## src/rtl/ibuffer_wr_arbiter_pkg.sv

```systemverilog
// Purpose: shared types and defaults for the ibuffer write arbiter and the iDMA write path.
// Contents: default widths, FSM state encoding, requester port indices, grant-state helper.
// Used by: ibuffer_wr_arbiter, ibuffer_burst_cnt.
package ibuffer_wr_arbiter_pkg;

  // Default widths, shared with the iDMA write path.
  localparam int unsigned IBUF_DATA_WIDTH = 128;
  localparam int unsigned IBUF_MEM_AW     = 15;

  typedef enum logic [1:0] {
    ARB_IDLE = 2'd0,
    ARB_GNT0 = 2'd1,
    ARB_GNT1 = 2'd2
  } arb_state_e;

  localparam logic PORT0 = 1'b0;  // iDMA write path
  localparam logic PORT1 = 1'b1;  // NoC / host write path

  // Grant state that corresponds to a requester index.
  function automatic arb_state_e gnt_state(input logic port);
    return (port == PORT1) ? ARB_GNT1 : ARB_GNT0;
  endfunction

endpackage

```

## src/rtl/ibuffer_burst_cnt.sv

```systemverilog
// Purpose: latches the granted burst length and counts accepted beats, flagging the last one.
// Latency: last_beat is combinational with the beat handshake; load takes effect next cycle.
// Backpressure: counts only beats the caller reports as handshaken; holds otherwise.
// Ports: clk/rst_n; load + load_len (grant); beat (handshake); last_beat (final beat of burst).
module ibuffer_burst_cnt
  import ibuffer_wr_arbiter_pkg::*;
#(
  parameter int unsigned MEM_AW = IBUF_MEM_AW
) (
  input  logic              clk,
  input  logic              rst_n,
  input  logic              load,
  input  logic [MEM_AW-1:0] load_len,
  input  logic              beat,
  output logic              last_beat
);

  logic [MEM_AW-1:0] len_q, len_d;
  logic [MEM_AW-1:0] beat_cnt_q, beat_cnt_d;

  always_comb begin
    len_d      = len_q;
    beat_cnt_d = beat_cnt_q;
    if (load) begin
      // A zero length still moves one beat, so it is promoted to 1.
      len_d      = (load_len == '0) ? MEM_AW'(1) : load_len;
      beat_cnt_d = '0;
    end else if (beat) begin
      beat_cnt_d = beat_cnt_q + MEM_AW'(1);
    end
  end

  // len_q is never 0 once loaded, so len_q-1 cannot underflow during a grant.
  assign last_beat = beat && (beat_cnt_q == (len_q - MEM_AW'(1)));

  always_ff @(posedge clk or negedge rst_n) begin
    if (!rst_n) begin
      len_q      <= '0;
      beat_cnt_q <= '0;
    end else begin
      len_q      <= len_d;
      beat_cnt_q <= beat_cnt_d;
    end
  end

endmodule

```

## src/rtl/ibuffer_wr_arbiter.sv

```systemverilog
// Purpose: shares the single ibuffer write port between iDMA (port 0) and NoC/host (port 1), whole bursts, round-robin.
// Latency: 1 arbitration cycle per burst, then 0-cycle combinational beat path; 1 idle cycle between grants.
// Backpressure: ibuffer_ready is forwarded to the granted port only; the grant holds through any stall.
// Ports: req{0,1}_* requester side (cen/wen/addr/wdata/strb/len in, ready/done out);
//        ibuffer_* memory side (cen/wen/addr/wdata/strb out, ready in); arb_busy/arb_owner status.
module ibuffer_wr_arbiter
  import ibuffer_wr_arbiter_pkg::*;
#(
  parameter int unsigned DATA_WIDTH = IBUF_DATA_WIDTH,
  parameter int unsigned MEM_AW     = IBUF_MEM_AW,
  parameter int unsigned STRB_WIDTH = DATA_WIDTH / 8
) (
  input  logic                  clk,
  input  logic                  rst_n,

  input  logic [MEM_AW-1:0]     req0_len,
  input  logic                  req0_cen,
  input  logic                  req0_wen,
  input  logic [MEM_AW-1:0]     req0_addr,
  input  logic [DATA_WIDTH-1:0] req0_wdata,
  input  logic [STRB_WIDTH-1:0] req0_strb,
  output logic                  req0_ready,
  output logic                  req0_done,

  input  logic [MEM_AW-1:0]     req1_len,
  input  logic                  req1_cen,
  input  logic                  req1_wen,
  input  logic [MEM_AW-1:0]     req1_addr,
  input  logic [DATA_WIDTH-1:0] req1_wdata,
  input  logic [STRB_WIDTH-1:0] req1_strb,
  output logic                  req1_ready,
  output logic                  req1_done,

  output logic                  ibuffer_cen,
  output logic                  ibuffer_wen,
  input  logic                  ibuffer_ready,
  output logic [MEM_AW-1:0]     ibuffer_addr,
  output logic [DATA_WIDTH-1:0] ibuffer_wdata,
  output logic [STRB_WIDTH-1:0] ibuffer_strb,

  output logic                  arb_busy,
  output logic                  arb_owner
);

  arb_state_e        state_q, state_d;
  logic              last_owner_q, last_owner_d;

  logic              grant_vld;
  logic              grant_port;
  logic [MEM_AW-1:0] grant_len;
  logic              load;
  logic              beat_hs;
  logic              last_beat;

  // Arbitration: a lone requester wins; on a tie the port that did not go last wins.
  assign grant_vld  = req0_cen | req1_cen;
  assign grant_port = (req0_cen & req1_cen) ? ~last_owner_q : req1_cen;
  assign grant_len  = (grant_port == PORT1) ? req1_len : req0_len;
  assign load       = (state_q == ARB_IDLE) && grant_vld;

  // Beat mux. Everything is quiet in IDLE so the SRAM pins do not toggle between bursts.
  always_comb begin
    ibuffer_cen   = 1'b0;
    ibuffer_wen   = 1'b0;
    ibuffer_addr  = '0;
    ibuffer_wdata = '0;
    ibuffer_strb  = '0;
    req0_ready    = 1'b0;
    req1_ready    = 1'b0;
    arb_owner     = last_owner_q;
    case (state_q)
      ARB_GNT0: begin
        ibuffer_cen   = req0_cen;
        ibuffer_wen   = req0_wen;
        ibuffer_addr  = req0_addr;
        ibuffer_wdata = req0_wdata;
        ibuffer_strb  = req0_strb;
        req0_ready    = ibuffer_ready;
        arb_owner     = PORT0;
      end
      ARB_GNT1: begin
        ibuffer_cen   = req1_cen;
        ibuffer_wen   = req1_wen;
        ibuffer_addr  = req1_addr;
        ibuffer_wdata = req1_wdata;
        ibuffer_strb  = req1_strb;
        req1_ready    = ibuffer_ready;
        arb_owner     = PORT1;
      end
      default: ;
    endcase
  end

  assign beat_hs  = ibuffer_cen & ibuffer_ready;
  assign arb_busy = (state_q != ARB_IDLE);

  ibuffer_burst_cnt #(
    .MEM_AW (MEM_AW)
  ) u_burst_cnt (
    .clk       (clk),
    .rst_n     (rst_n),
    .load      (load),
    .load_len  (grant_len),
    .beat      (beat_hs),
    .last_beat (last_beat)
  );

  // Next state and done pulses. A grant always drops back to IDLE after its last
  // beat, which is what guarantees the idle cycle between consecutive bursts.
  always_comb begin
    state_d      = state_q;
    last_owner_d = last_owner_q;
    req0_done    = 1'b0;
    req1_done    = 1'b0;
    case (state_q)
      ARB_IDLE: begin
        if (grant_vld) state_d = gnt_state(grant_port);
      end
      ARB_GNT0: begin
        if (last_beat) begin
          req0_done    = 1'b1;
          last_owner_d = PORT0;
          state_d      = ARB_IDLE;
        end
      end
      ARB_GNT1: begin
        if (last_beat) begin
          req1_done    = 1'b1;
          last_owner_d = PORT1;
          state_d      = ARB_IDLE;
        end
      end
      default: state_d = ARB_IDLE;
    endcase
  end

  // last_owner resets to port 1 so port 0 wins the first tie.
  always_ff @(posedge clk or negedge rst_n) begin
    if (!rst_n) begin
      state_q      <= ARB_IDLE;
      last_owner_q <= PORT1;
    end else begin
      state_q      <= state_d;
      last_owner_q <= last_owner_d;
    end
  end

endmodule

```

## config.mk

```make
export PLATFORM = sky130hd
export DESIGN_NAME = ibuffer_wr_arbiter
export DESIGN_NICKNAME = d
export VERILOG_FILES = /design/src/rtl/ibuffer_wr_arbiter_pkg.sv /design/src/rtl/ibuffer_burst_cnt.sv /design/src/rtl/ibuffer_wr_arbiter.sv
export SDC_FILE = /design/constraint.sdc
export NUM_CORES = 1
export LEC_CHECK = 0
export ABC_AREA = 1
export BUFFER_PORTS_ARGS = -buffer_cell sky130_fd_sc_hd__buf_2
export CAP_MARGIN = 20
export CELL_PAD_IN_SITES_DETAIL_PLACEMENT = 0
export CELL_PAD_IN_SITES_GLOBAL_PLACEMENT = 1
export CORE_AREA = 5 5 201 203
export DETAILED_ROUTE_END_ITERATION = 16
export DIE_AREA = 0 0 206 208
export GPL_TIMING_DRIVEN = 0
export PLACE_DENSITY_LB_ADDON = 0.12
export SLEW_MARGIN = 5
export SYNTH_ARGS = -nofsm -noshare
export SYNTH_HDL_FRONTEND = slang
export SYNTH_HIERARCHICAL = 1
export SYNTH_SLANG_ARGS = --single-unit
```

## constraint.sdc

```tcl
create_clock -name clk -period 3 [get_ports clk]
set_input_delay 0.3 -clock clk [delete_from_list [all_inputs] [get_ports clk]]
set_output_delay 0.3 -clock clk [all_outputs]
set_load 0.02 [all_outputs]
```

Word-level counts from Yosys, hierarchy flattened

Index checks and enable logic that the tools add are counted.

$add $sub $neg: 2
Equal/unequal tests: 7
Mux-type cells: 23
Bitwise logic cells: 4
Reductions and logical operators: 10

Operator list:

| operator                                            | number |
|---|---|
| case mux 128 bit (2 select lines)                   | 1 |
| two-way mux 15 bit                                  | 4 |
| case mux 16 bit (2 select lines)                    | 1 |
| case mux 15 bit (2 select lines)                    | 1 |
| adder 15 x 1 -> 15 bit, second input constant       | 1 |
| equality test 15 bit                                | 1 |
| logical NOT 15 bit                                  | 1 |
| subtractor 15 x 1 -> 15 bit, second input constant  | 1 |
| two-way mux 1 bit                                   | 8 |
| case mux 1 bit (2 select lines)                     | 4 |
| two-way mux 2 bit                                   | 3 |
| != test 2 bit, second input constant                | 3 |
| nonzero test 2 bit                                  | 3 |
| case mux 2 bit (2 select lines)                     | 1 |
| AND reduction 3 bit                                 | 1 |
| bitwise AND 1 bit                                   | 2 |
| equality test 2 x 1 -> 1 bit, second input constant | 1 |
| equality test 2 bit, second input constant          | 1 |
| logical AND 1 bit                                   | 2 |
| logical NOT 2 bit                                   | 1 |
| != test 2 x 1 -> 1 bit, second input constant       | 1 |
| AND reduction 2 bit                                 | 1 |
| OR reduction 2 bit                                  | 1 |
| NOT 1 bit                                           | 1 |
| bitwise OR 1 bit                                    | 1 |

Bits in registers: 33
Input bits: 355
Output and inout bits: 167
Logic and storage cells: 50

Logic depth before layout (Yosys ltp)

Gate-level depths: netlist of the first run.

Depth after elaboration: 6
Mapped depth: 21
Depth with buffers taken out: 19

Cells and area by module

Netlist of the first run, hierarchy kept.

Modules (own cells, without submodules):

| module             | times used | cells each | area each (µm²) | sequential area each (µm²) |
|---|---|---|---|---|
| ibuffer_wr_arbiter | 1          | 625        | 2,710.1         | 76.3 |
| ibuffer_burst_cnt  | 1          | 296        | 2,015.7         | 750.7 |

Worst setup path after synthesis of the first run

No wires, ideal clock.

Path kind: register -> output
Start: reg state_q[1]
End: out req0_done
Arrival time: 2.165 ns
Data required time: 2.700 ns
Path slack: 0.535 ns
Stages on the path, launching flop included: 19
Path buffers: 2
Cell sequence: dfrtp_1 inv_1 ha_1 nand2_1 inv_2 buf_4 nand2_1 a21boi_1 buf_4 nand3_1 nor2_1 nand2_1 nor2_1 nand2_1 nor2_1 nand2_1 nor2_1 nand2_1 inv_1

Word-level cells in the longest chain between the ends: 6
Elaborated cells between the ends (all ways): 7
Those cells by class: eq/ne: 2; mux: 3; bitwise: 1; reduce/logical: 1

Ends and longest elaborated chain:

| item                                                                | RTL line                  | source |
|---|---|---|
| start: declaration                                                  | ibuffer_wr_arbiter.sv:45  | `arb_state_e state_q, state_d;` |
| start signal: assignment                                            | ibuffer_wr_arbiter.sv:143 | `state_q <= state_d;` |
| equality test 2 bit or equality test 2 x 1 -> 1 bit (tied branches) | ibuffer_wr_arbiter.sv:71  | `case (state_q)` |
| case mux 1 bit (2 select lines) (*)                                 | ibuffer_wr_arbiter.sv:71  |  |
| bitwise AND 1 bit (*)                                               | ibuffer_wr_arbiter.sv:94  | `assign beat_hs = ibuffer_cen & ibuffer_ready;` |
| net beat_hs                                                         | ibuffer_wr_arbiter.sv:52  | `logic beat_hs;` |
| logical AND 1 bit (*)                                               | ibuffer_burst_cnt.sv:34   | `assign last_beat = beat && (beat_cnt_q == (len_q - MEM_AW'(1)));` |
| net last_beat                                                       | ibuffer_wr_arbiter.sv:53  | `logic last_beat;` |
| two-way mux 1 bit (*)                                               | ibuffer_wr_arbiter.sv:120 | `if (last_beat) begin` |
| two-way mux 1 bit (*)                                               | ibuffer_wr_arbiter.sv:115 | `case (state_q)` |
| end: declaration                                                    | ibuffer_wr_arbiter.sv:23  | `output logic req0_done,` |

Mark *: on every way through the listed nets, which the timed path passes. The rest lies on a longest branch.

Worst setup path in the final report of the first run

Start: reg state_q[0]
End: out req0_done

The elaborated chain is that of the path after synthesis.

==> results of run 1 <==
[critical path: cells and delay by family (launching register included)]
kind | cells | cell delay, ps
DFF | 1 | 390
adders and majority gates | 1 | 300
buffers and inverters | 5 | 520
and+or+nand+nor | 10 | 860
AOI/OAI and AO/OA | 1 | 160
[stage by stage]
stage | setup WS, ps | cell area, sq um | util, %
final | 208 | 8340 | 21.8
after global routing | -17.3 | 8340 | 21.8
after floorplan | 535 | 4730 | -
after CTS | -14.4 | 8290 | 21.7
after global placement | -460 | 7980 | 20.8
after detailed placement | -458 | 7980 | 20.8
[sequential cells by signal (all words and copies together) (netlist names)]
signal and cells:
u_burst_cnt/beat_cnt_q 15, u_burst_cnt/len_q 15, state_q 2, last_owner_q 1
[power by group through the flow]
stage	logic, mW	clock network (mW)	registers (mW)
2_1_floorplan	3.48	0	0.664
3_3_place_gp	5.89	0	0.709
3_5_place_dp	5.85	0	0.712
4_1_cts	6.12	0.542	0.703
5_1_grt	6.61	0.564	0.724
6_report	6.00	0.523	0.699
[cells by family (layout without fill, tap and decap cells)]
family | after synthesis | count (layout) | share of synthesized area, %
flops | 33 | 33 | 17.5
xor+xnor | 12 | 12 | 2.22
other cells | 0 | 11 | 0
simple gates | 723 | 723 | 64.6
fa+ha+maj | 6 | 6 | 1.59
compound gates | 34 | 34 | 4.08
buf+inv | 113 | 652 | 10.0
[layer usage]
layer  GRT usage (%)  vias to the layer above
li1                -                     3990
met1            18.8                     3526
met2            37.8                      271
met3            3.66                       50
met4            5.19                        4
met5               0                        -
[area by class of cell]
class,count,area (sq um)
sequential,33,827
inverter,53,204
clock buffer,8,146
buffer,59,283
timing repair buffer,532,2700
antenna,11,27.5
tap,518,648
fill,4666,29900
multi-input combinational,775,3500
[cells in the final DEF (no fill, tap or decap), types with 2 or more instances in the layout]
master and n:
nor2_2 5, inv_2 7, nor2_4 4, dfrtp_1 32, nor3_2 3, clkbuf_1 22
ha_1 3, o21ai_0 20, xor2_1 8, clkbuf_16 5, nand2_4 2, buf_1 6
ha_4 2, nor4_1 3, nand2_1 478, nand3_1 175, buf_6 2, a21oi_1 8
diode_2 11, buf_4 13, nor3_1 5, nand2_2 7, nor2_1 33, inv_1 44
nand3_4 3, buf_2 549, xnor2_1 4
[worst min-delay path by stage]
| stage | end | slack [ps] | from |
|---|---|---|---|
| 2_1_floorplan | state_q[0] | 4 | rst_n |
| 3_3_place_gp | u_burst_cnt/len_q[7] | 470 | rst_n |
| 3_5_place_dp | u_burst_cnt/len_q[9] | 470 | rst_n |
| 4_1_cts | u_burst_cnt/len_q[7] | 170 | rst_n |
| 5_1_grt | u_burst_cnt/len_q[9] | 200 | rst_n |
| 6_report | u_burst_cnt/len_q[9] | 120 | rst_n |
[what timing repair did]
| action | 4_1_cts | 5_1_grt |
|---|---|---|
| pin swaps | 10 | 8 |
| setup endpoints to repair | 5 | 2 |
| buffers inserted | 9 | 2 |
| gates resized for setup | 26 | 7 |
==> summary.log, run 1 <==
INFO  cts            clock_insertion_delay_worst_skew=270ps
INFO  setup_path     setup.reg_to_reg.worst_slack=500ps
INFO  global_routing antenna_found_initial=26
INFO  setup_path     timing.critical_path.arrival=2490ps
INFO  power          fin_total_pwr=7.22mW
INFO  route          wl_met2=24.1mm
INFO  synth          synth_area_leaders=nand2_1 (38%), nand3_1 (19%), dfrtp_1 (17%)
INFO  power          share_of_power_burned_in_the_clock_network=7.2%
INFO  cts            h-tree-depth=2
INFO  floorplan      ports=522
INFO  global_routing number_of_global_route_vias_before_repair=8,219
INFO  placement      placement.io_buffers=521
INFO  cts            tritoncts_clock_tree=yes
INFO  sta            worst_pin_slew=826ps
INFO  floorplan      num_rows=72
INFO  global_routing grt_pass1_wl=58.1mm
INFO  route          detail_route.wl_per_cell=21.0um
INFO  floorplan      start_util=12.3%
INFO  route          vias=7,841
INFO  synth          synthFlopType=dfrtp_1
INFO  setup_path     highest_fanout_seen_on_the_critical_path=4
INFO  placement      routabilityCongestion=0.825
INFO  floorplan      floorplan.die.width=206um
INFO  synth          synth.largest_area_cell=nand2_1
INFO  power          power.static_leakage=5.26nW
INFO  cts            clk_pin_slew_worst_paths=60ps
INFO  sta            fin_worst_hold_slack=118ps
INFO  route          route.antenna.remaining_nets=0
INFO  power          seq_power_share=9.7%
INFO  setup_path     worst_path_max_delay_cell=dfrtp_1
INFO  route          m1WireLength=14.4mm
INFO  sta            hold_viol_final=0
INFO  sta            finalWorstPathRequiredPeriod=2790ps
INFO  cells_and_area area_growth=76.5%
INFO  synth          synth-edff-count=0
INFO  synth          netlist_instances=921
INFO  power          vdd.ir_drop.worst=0.223mV
INFO  sta            rsz0062_at_grt=yes
INFO  route          dr.first_iter.drc_count=320
INFO  cells_and_area post_layout_nonfiller_instances=1,989
INFO  synth          synth.top_cells.by_count=nand2_1 (482), nand3_1 (177), inv_1 (48)
INFO  global_routing grt_max_degree=34
INFO  synth          yosys.cell_count.top_type=nand2_1
INFO  route          detail_route.first_pass.iterations=4
INFO  floorplan      core_region_area=0.0383sqmm
INFO  synth          seq_area_frac_synth=17.5%
INFO  cts            clk_root_buffer_cell=clkbuf_16
INFO  route          met3RoutedLength=2.38mm
INFO  synth          yosys_register_bits=33
INFO  route          drc_violation_count_after_routing=0
INFO  sta            maxSlewViolCount=0
INFO  cts            tritoncts.num_buffers=5
INFO  setup_path     launching_instance_or_port_of_the_critical_path=state_q[0]
INFO  sta            relSlewSlack=45.0%
INFO  min_path       min_path_type=in -> async
INFO  sta            worst_clock_skew=3.83ps
INFO  sta            min_period_over_period=93.1%
INFO  cells_and_area drive_gt1_share=41.8%
INFO  setup_path     critical_path_class=reg -> out
INFO  cts            numClockSinks=33
INFO  cells_and_area final_net_count=1,820
INFO  setup_path     timing.critical_path.slowest_cell_delay=390ps
INFO  power          p_comb_share=83.1%
INFO  sta            finalSetupViolations=0
INFO  power          switching_share=63.6%
INFO  setup_path     r2r-end=state_q[0]
INFO  global_routing gr-total-overflow=0
INFO  sta            fin_tns_setup=0ps
INFO  setup_path     worstRegToRegCells=20
INFO  setup_path     crit-reg2reg-launch=state_q[0]
INFO  synth          synth.net_count=1,282
INFO  placement      dp.cells=1,960
INFO  power          net-switching-power=4.59mW
INFO  placement      detailedPlacementHpwl=37.0mm
INFO  synth          yosys.area.top_type_share=38.3%
INFO  route          wl=41.7mm
INFO  floorplan      die_h=208um
INFO  floorplan      fp.dieArea=0.0428sqmm
INFO  power          power_per_cell_area=865mW/mm^2
INFO  setup_path     endpoint_kind=output pin
INFO  route          avgViaCountPerCell=3.94
INFO  synth          ys.warnings.count=6
INFO  setup_path     worst_setup_path_endpoint=req0_done
INFO  job            drv.max_cap_violation_count=0
INFO  synth          async_reset_ff_share=100%
INFO  setup_path     path_common_cell=nand2_1
INFO  setup_path     worstPathCellList=inv_2 > ha_4 > buf_12 > nand3_4 > a21boi_2 > buf_4 > nand3_2 > nor2_2 > nand2_1 > nor2_1 > nand2_1 > nor2_1 > nand2_1 > nor2_4 > nand2_2 > inv_2 > buf_6
INFO  cts            number_of_buffers_inserted_by_hold_repair_at_cts=0
INFO  synth          postSynthAreaPerCell=5.13squm
INFO  setup_path     startpoint_type=register
INFO  synth          post_synth_instance_area=0.00473sqmm
INFO  power          cellInternalPower=2.63mW
INFO  cts            cts-root-to-sink-buffers=2
INFO  global_routing gr-usage-all-layers=18.6%
INFO  run_status     status=completed
INFO  synth          yosys.cell_types.count=34
INFO  route          dr_top_layer=met5
INFO  setup_path     worstPathRequired=2700ps
INFO  sta            timing.fmax=358MHz
Power figures use the tool's default switching activity.
==> run 2: changes to the inputs <==
Settings changed: REMOVE_ABC_BUFFERS set to 1.
==> run 2 against run 1 <==
Worst setup slack got worse by 90 ps. Routed wire length increased by 12%. First-iteration DRC count increased by 72%. Final cell count decreased by 2.1%. Clock-buffer cell count unchanged. Register-to-register slack got worse by 40 ps. Via count increased by 1.8%. Clock power decreased by 4.4%. Critical path type unchanged. Critical endpoint is now ibuffer_wdata[26]. Largest cell class unchanged.
==> summary.log, run 2 (synthesis results as in run 1) <==
INFO  global_routing grt_max_degree=105 [+210%]
INFO  setup_path     cp_top_family=buffers and inverters
INFO  sta            min_period_over_period=96.1% [+3.0 points]
INFO  setup_path     worstRegToRegCells=18 [-10%]
INFO  placement      routabilityCongestion=0.839 [+1.7%]
INFO  setup_path     crit_buf_inv=5 [unchanged]
INFO  setup_path     endpoint_kind=output pin
INFO  floorplan      num_rows=72 [unchanged]
INFO  cts            tritoncts.num_buffers=5 [unchanged]
INFO  cts            tritoncts_clock_tree=yes
INFO  sta            fin_tns_setup=0ps [unchanged]
INFO  power          power_per_cell_area=915mW/mm^2 [+5.7%]
INFO  cts            number_of_buffers_inserted_by_hold_repair_at_cts=0 [unchanged]
INFO  setup_path     critical_path_cell_count=8 [-9]
INFO  route          detail_route.wl_per_cell=24.1um [+15%]
INFO  floorplan      floorplan.die.width=206um [unchanged]
INFO  setup_path     timing.critical_path.slowest_cell_delay=390ps [about the same]
INFO  global_routing antenna_found_initial=42 [+62%]
INFO  run_status     status=completed
INFO  route          avgViaCountPerCell=4.10 [+4.0%]
INFO  route          detail_route.first_pass.iterations=8 [+4]
INFO  sta            maxSlewViolCount=0 [unchanged]
INFO  setup_path     worst_setup_path_endpoint=ibuffer_wdata[26]
INFO  setup_path     worstPathRequired=2700ps [about the same]
INFO  cts            cts-root-to-sink-buffers=2 [unchanged]
INFO  cts            clock_insertion_delay_worst_skew=280ps [about the same]
INFO  power          power.static_leakage=5.19nW [-1.4%]
INFO  cells_and_area drive_gt1_share=42.0% [+0.13 points]
INFO  route          dr.first_iter.drc_count=549 [+72%]
INFO  cells_and_area fillers=4,621 [-0.96%]
INFO  cells_and_area commonest_cells_after_routing_fill_and_taps_aside=buf_2 (519), nand2_1 (480), nand3_1 (171), inv_1 (45)
INFO  setup_path     path_common_cell=buf_16
INFO  floorplan      die_h=208um [unchanged]
INFO  power          fin_total_pwr=7.67mW [+6.2%]
INFO  global_routing gr-usage-all-layers=20.8% [+2.2 points]
INFO  cts            numClockSinks=33 [unchanged]
INFO  floorplan      core_region_area=0.0383sqmm [unchanged]
INFO  placement      dp.cells=1,906 [-2.8%]
INFO  cts            h-tree-depth=2 [unchanged]
INFO  setup_path     critical_path_class=reg -> out
INFO  job            drv.max_cap_violation_count=0 [unchanged]
INFO  route          drc_violation_count_after_routing=0 [unchanged]
INFO  setup_path     setup.reg_to_reg.worst_slack=460ps [-40 ps]
INFO  sta            hold_viol_final=0 [unchanged]
INFO  setup_path     highest_fanout_seen_on_the_critical_path=65 [+61]
INFO  setup_path     crit-reg2reg-launch=state_q[1]
INFO  sta            worst_clock_skew=4.62ps [+0.794 ps]
INFO  global_routing grt_pass1_wl=63.0mm [+8.4%]
INFO  setup_path     startpoint_type=register
INFO  sta            timing.fmax=347MHz [-3.1%]
INFO  cells_and_area registers_with_the_highest_flip_flop_counts=u_burst_cnt/beat_cnt_q: 15 flops, u_burst_cnt/len_q: 15 flops, state_q: 2 flops
INFO  placement      placement.io_buffers=521 [unchanged]
INFO  setup_path     timing.critical_path.arrival=2580ps [+90 ps]
INFO  floorplan      fp.dieArea=0.0428sqmm [unchanged]
INFO  cells_and_area mostFrequentLayoutCell=buf_2
INFO  cts            clk_pin_slew_worst_paths=50ps [about the same]
INFO  floorplan      start_util=12.3% [unchanged]
INFO  power          vdd.ir_drop.worst=0.558mV [+150%]
INFO  sta            relSlewSlack=44.3% [-0.63 points]
INFO  floorplan      ports=522 [unchanged]
INFO  sta            finalWorstPathRequiredPeriod=2880ps [+89.8 ps]
INFO  setup_path     worstPathCellList=inv_2 > buf_4 > ha_4 > buf_16 > buf_16 > nand3_1 > nand2_1 > buf_2
INFO  route          wl=46.9mm [+12%]
INFO  global_routing gr-total-overflow=0 [unchanged]
INFO  route          vias=7,981 [+1.8%]
INFO  route          route.antenna.remaining_nets=0 [unchanged]
INFO  setup_path     launching_instance_or_port_of_the_critical_path=state_q[0]
INFO  sta            finalSetupViolations=0 [unchanged]
INFO  sta            rsz0062_at_grt=no
INFO  cells_and_area final_net_count=1,775 [-2.5%]
INFO  sta            worst_pin_slew=835ps [+9.52 ps]
INFO  min_path       min_path_type=in -> async
INFO  cts            clk_root_buffer_cell=clkbuf_16
INFO  global_routing number_of_global_route_vias_before_repair=7,874 [-4.2%]
INFO  cells_and_area post_layout_nonfiller_instances=1,947 [-2.1%]
INFO  setup_path     worst_path_max_delay_cell=dfrtp_1
INFO  placement      detailedPlacementHpwl=39.2mm [+6.1%]
INFO  setup_path     r2r-end=u_burst_cnt/beat_cnt_q[11]
INFO  cells_and_area area_growth=77.4%
==> run 2: worst min-delay path by stage <==
stage | depth (start not counted) | endpoint | start
final | 1 | u_burst_cnt/beat_cnt_q[1] | rst_n
after global routing | 1 | u_burst_cnt/beat_cnt_q[1] | rst_n
after CTS | 1 | u_burst_cnt/beat_cnt_q[3] | rst_n
after detailed placement | 1 | u_burst_cnt/beat_cnt_q[1] | rst_n
after global placement | 1 | u_burst_cnt/beat_cnt_q[0] | rst_n
after floorplan | 0 | state_q[0] | rst_n
==> run 2: power breakdown <==
part | switching [mW] | total, mW | internal [mW]
Sequential | 0.129 | 0.692 | 0.563
Clock | 0.191 | 0.500 | 0.309
Combinational | 4.48 | 6.48 | 2.00
Total | 4.80 | 7.67 | 2.87
==> run 2: per-layer routing <==
metal,track usage (%),share of wire [%],routed length (um),vias up
li1,-,-,-,3909
met1,23.8,37,17400,3619
met2,38.5,53,24700,355
met3,5.06,7.4,3470,92
met4,5.30,2.7,1260,6
met5,0,0.10,47,-
==> run 2: final cells by class <==
class	instances	area (sq um)	area share, %
Antenna cell	14	35.0	0.418
Clock buffer	8	136	1.63
Inverter	53	215	2.57
Multi-Input combinational cell	775	3540	42.3
Sequential cell	33	827	9.87
Tap cell	518	648	7.73
Timing Repair Buffer	544	2960	35.3
Timing Repair inverter	2	17.5	0.209
==> run 2: repair_timing <==
action | 4_1_cts | 5_1_grt
resized for setup | 21 | 10
gates cloned | 4 | 0
buffers inserted | 13 | 3
endpoints found under the setup margin | 181 | 2
pin swaps | 7 | 10
==> run 2: metrics by stage <==
step	setup WS (ps)	hold WS (ps)	util, %	instance area [sq um]
finish	118	114	21.9	8380
global route	3.39	189	21.9	8380
CTS	6.75	166	21.7	8310
detailed placement	-1800	465	20.6	7890
global placement	-7320	466	20.1	7710
floorplan	-3320	4.41	-	4450
==> run 3: changes to the inputs <==
--- a/config.mk
+++ b/config.mk
@@ -18,2 +18,3 @@
 export REMOVE_ABC_BUFFERS = 1
+export SETUP_SLACK_MARGIN = 0.1
 export SLEW_MARGIN = 5
==> constraint.sdc (replaced) <==
create_clock -name clk -period 3 [get_ports clk]
set_input_delay 0.45 -clock clk [delete_from_list [all_inputs] [get_ports clk]]
set_output_delay 0.45 -clock clk [all_outputs]
set_load 0.02 [all_outputs]
==> run 3 against run 2 <==
Die area unchanged. Clock power about the same. Final area rose by 1.6%. Worst hold slack improved by 150 ps. Critical path depth grew 9. Sequential power is essentially flat. Non-clock buffer count grew 5. Total power increased by 4.5%. Worst setup slack lost 84 ps. Combinational power up 5.2%. Clock skew hardly changed. Critical path type unchanged. Largest cell class unchanged.
==> summary.log, run 3 (synthesis results as in run 1) <==
INFO  placement      dp.cells=1,906 [unchanged]
INFO  sta            maxSlewViolCount=0 [unchanged]
INFO  job            drv.max_cap_violation_count=0 [unchanged]
INFO  cells_and_area post_layout_nonfiller_instances=1,956 [+0.46%]
INFO  setup_path     worst_path_max_delay_cell=dfrtp_1
INFO  global_routing antenna_found_initial=43 [+2.4%]
INFO  setup_path     endpoint_kind=output pin
INFO  setup_path     path_common_cell=nand2_1
INFO  global_routing grt_max_degree=66 [-37%]
INFO  cts            clock_insertion_delay_worst_skew=280ps [about the same]
INFO  route          avgViaCountPerCell=4.11 [+0.21%]
INFO  cells_and_area mostFrequentLayoutCell=buf_2
INFO  route          route.antenna.remaining_nets=0 [unchanged]
INFO  cells_and_area registers_with_the_highest_flip_flop_counts=u_burst_cnt/beat_cnt_q: 15 flops, u_burst_cnt/len_q: 15 flops, state_q: 2 flops
INFO  route          detail_route.first_pass.iterations=5 [-3]
INFO  setup_path     critical_path_class=reg -> out
INFO  sta            worst_clock_skew=4.41ps [-0.213 ps]
INFO  sta            finalWorstPathRequiredPeriod=2970ps [+83.5 ps]
INFO  placement      detailedPlacementHpwl=39.2mm [unchanged]
INFO  global_routing gr-usage-all-layers=21.1% [+0.26 points]
INFO  power          vdd.ir_drop.worst=0.474mV [-15%]
INFO  sta            timing.fmax=337MHz [-2.8%]
INFO  cts            cts-root-to-sink-buffers=2 [unchanged]
INFO  setup_path     startpoint_type=register
INFO  cells_and_area fin_util=22.2% [+0.34 points]
INFO  cts            numClockSinks=33 [unchanged]
INFO  sta            rsz0062_at_grt=yes
INFO  placement      routabilityCongestion=0.839 [unchanged]
INFO  sta            hold_viol_final=0 [unchanged]
INFO  floorplan      fp.dieArea=0.0428sqmm [unchanged]
INFO  cells_and_area commonest_cells_after_routing_fill_and_taps_aside=buf_2 (519), nand2_1 (480), nand3_1 (170), inv_1 (45)
INFO  power          power_per_cell_area=941mW/mm^2 [+2.9%]
INFO  cts            clk_root_buffer_cell=clkbuf_16
INFO  sta            min_period_over_period=98.8% [+2.8 points]
INFO  route          drc_violation_count_after_routing=0 [unchanged]
INFO  global_routing number_of_global_route_vias_before_repair=7,947 [+0.93%]
INFO  floorplan      core_region_area=0.0383sqmm [unchanged]
INFO  sta            finalSetupViolations=0 [unchanged]
INFO  cells_and_area final_net_count=1,780 [+0.28%]
INFO  sta            worst_pin_slew=838ps [+2.84 ps]
INFO  route          detail_route.wl_per_cell=24.5um [+1.8%]
INFO  power          power.static_leakage=5.25nW [+1.2%]
INFO  global_routing grt_pass1_wl=63.8mm [+1.2%]
INFO  placement      placement.io_buffers=521 [unchanged]
INFO  run_status     status=completed
INFO  setup_path     highest_fanout_seen_on_the_critical_path=4 [-94%]
INFO  floorplan      start_util=12.3% [unchanged]
INFO  floorplan      floorplan.die.width=206um [unchanged]
INFO  cts            number_of_buffers_inserted_by_hold_repair_at_cts=0 [unchanged]
INFO  setup_path     timing.critical_path.arrival=2520ps [-60 ps]
INFO  cts            h-tree-depth=2 [unchanged]
INFO  cts            tritoncts.num_buffers=5 [unchanged]
INFO  sta            relSlewSlack=44.1% [-0.19 points]
INFO  setup_path     worstPathRequired=2550ps [-150 ps]
INFO  route          wl=47.9mm [+2.3%]
INFO  min_path       min_path_type=in -> async
INFO  floorplan      ports=522 [unchanged]
INFO  setup_path     worstPathCellList=inv_2 > ha_4 > buf_16 > buf_6 > nand3_4 > a21boi_4 > nand3_2 > nor2_2 > nand2_1 > nor2_1 > nand2_1 > nor2_1 > nand2_1 > nor2_4 > nand2_1 > inv_2 > buf_6
INFO  cts            clk_pin_slew_worst_paths=60ps [about the same]
INFO  cells_and_area drive_gt1_share=42.3% [+0.27 points]
INFO  route          dr.first_iter.drc_count=515 [-6.2%]
INFO  floorplan      die_h=208um [unchanged]
INFO  floorplan      num_rows=72 [unchanged]
INFO  cts            tritoncts_clock_tree=yes
INFO  cells_and_area area_growth=80.1%
INFO  setup_path     timing.critical_path.slowest_cell_delay=380ps [about the same]
INFO  global_routing gr-total-overflow=0 [unchanged]
INFO  route          vias=8,035 [+0.68%]
[run 3: power by group]
part           total, mW  internal [mW]  switching [mW]
logic               6.82           2.18            4.64
clock network      0.501          0.309           0.192
registers          0.691          0.563           0.129
total               8.01           3.05            4.96
[run 3: path summary, 6_finish.rpt]
check / start / to / slack [ps] / depth (start not counted)
max: state_q[1] / req0_done / 30 / 17
min: rst_n / u_burst_cnt/beat_cnt_q[1] / 270 / 1
max reg2reg: state_q[1] / u_burst_cnt/beat_cnt_q[11] / 410 / 19
min reg2reg: u_burst_cnt/len_q[14] / u_burst_cnt/len_q[14] / 490 / 2
max in group asynchronous: rst_n / u_burst_cnt/beat_cnt_q[13] / 2190 / 1
min in group clk: u_burst_cnt/len_q[14] / u_burst_cnt/len_q[14] / 490 / 2
[run 3: metrics by stage]
| stage | hold WS [ps] | setup slack (ps) | power [mW] | area (sq um) | TNS, ps |
|---|---|---|---|---|---|
| detailed placement | 485 | -1950 | 6.58 | 7890 | -63670 |
| CTS | 316 | -74.0 | 7.96 | 8400 | -147 |
| global placement | 476 | -7470 | 4.32 | 7710 | -1029270 |
| global route | 339 | -175 | 8.61 | 8500 | -345 |
| floorplan | 154 | -3470 | 3.32 | 4450 | -426390 |
| finish | 265 | 34.6 | 8.01 | 8510 | 0 |
[run 3: final cells by class]
cell class | instances | area, sq um
Antenna cell | 18 | 45.0
Clock buffer | 8 | 136
Fill cell | 4613 | 29800
Inverter | 53 | 215
Multi-Input combinational cell | 775 | 3540
Sequential cell | 33 | 827
Tap cell | 518 | 648
Timing Repair Buffer | 549 | 3080
Timing Repair inverter | 2 | 17.5
[run 3: timing repair]
item,4_1_cts,5_1_grt
endpoints found under the hold margin,0,0
cloned,5,2
setup endpoints to repair,181,50
setup buffers,15,2
gates resized for setup,30,4
pin swaps,10,5
[run 3: worst max-delay path: cells and delay by family (launching register included)]
| kind | cells | cell delay [ps] |
|---|---|---|
| AND/OR/NAND/NOR | 10 | 900 |
| buffers and inverters | 5 | 450 |
| flip-flops | 1 | 380 |
| adder cells (fa/ha/maj) | 1 | 290 |
| AO/OA/AOI/OAI | 1 | 210 |
[run 3: routing by layer]
metal / routed length, um / track usage, %
met5: 68 / 0
met4: 1070 / 5.30
met3: 3230 / 4.98
met2: 25400 / 38.9
met1: 18200 / 24.3
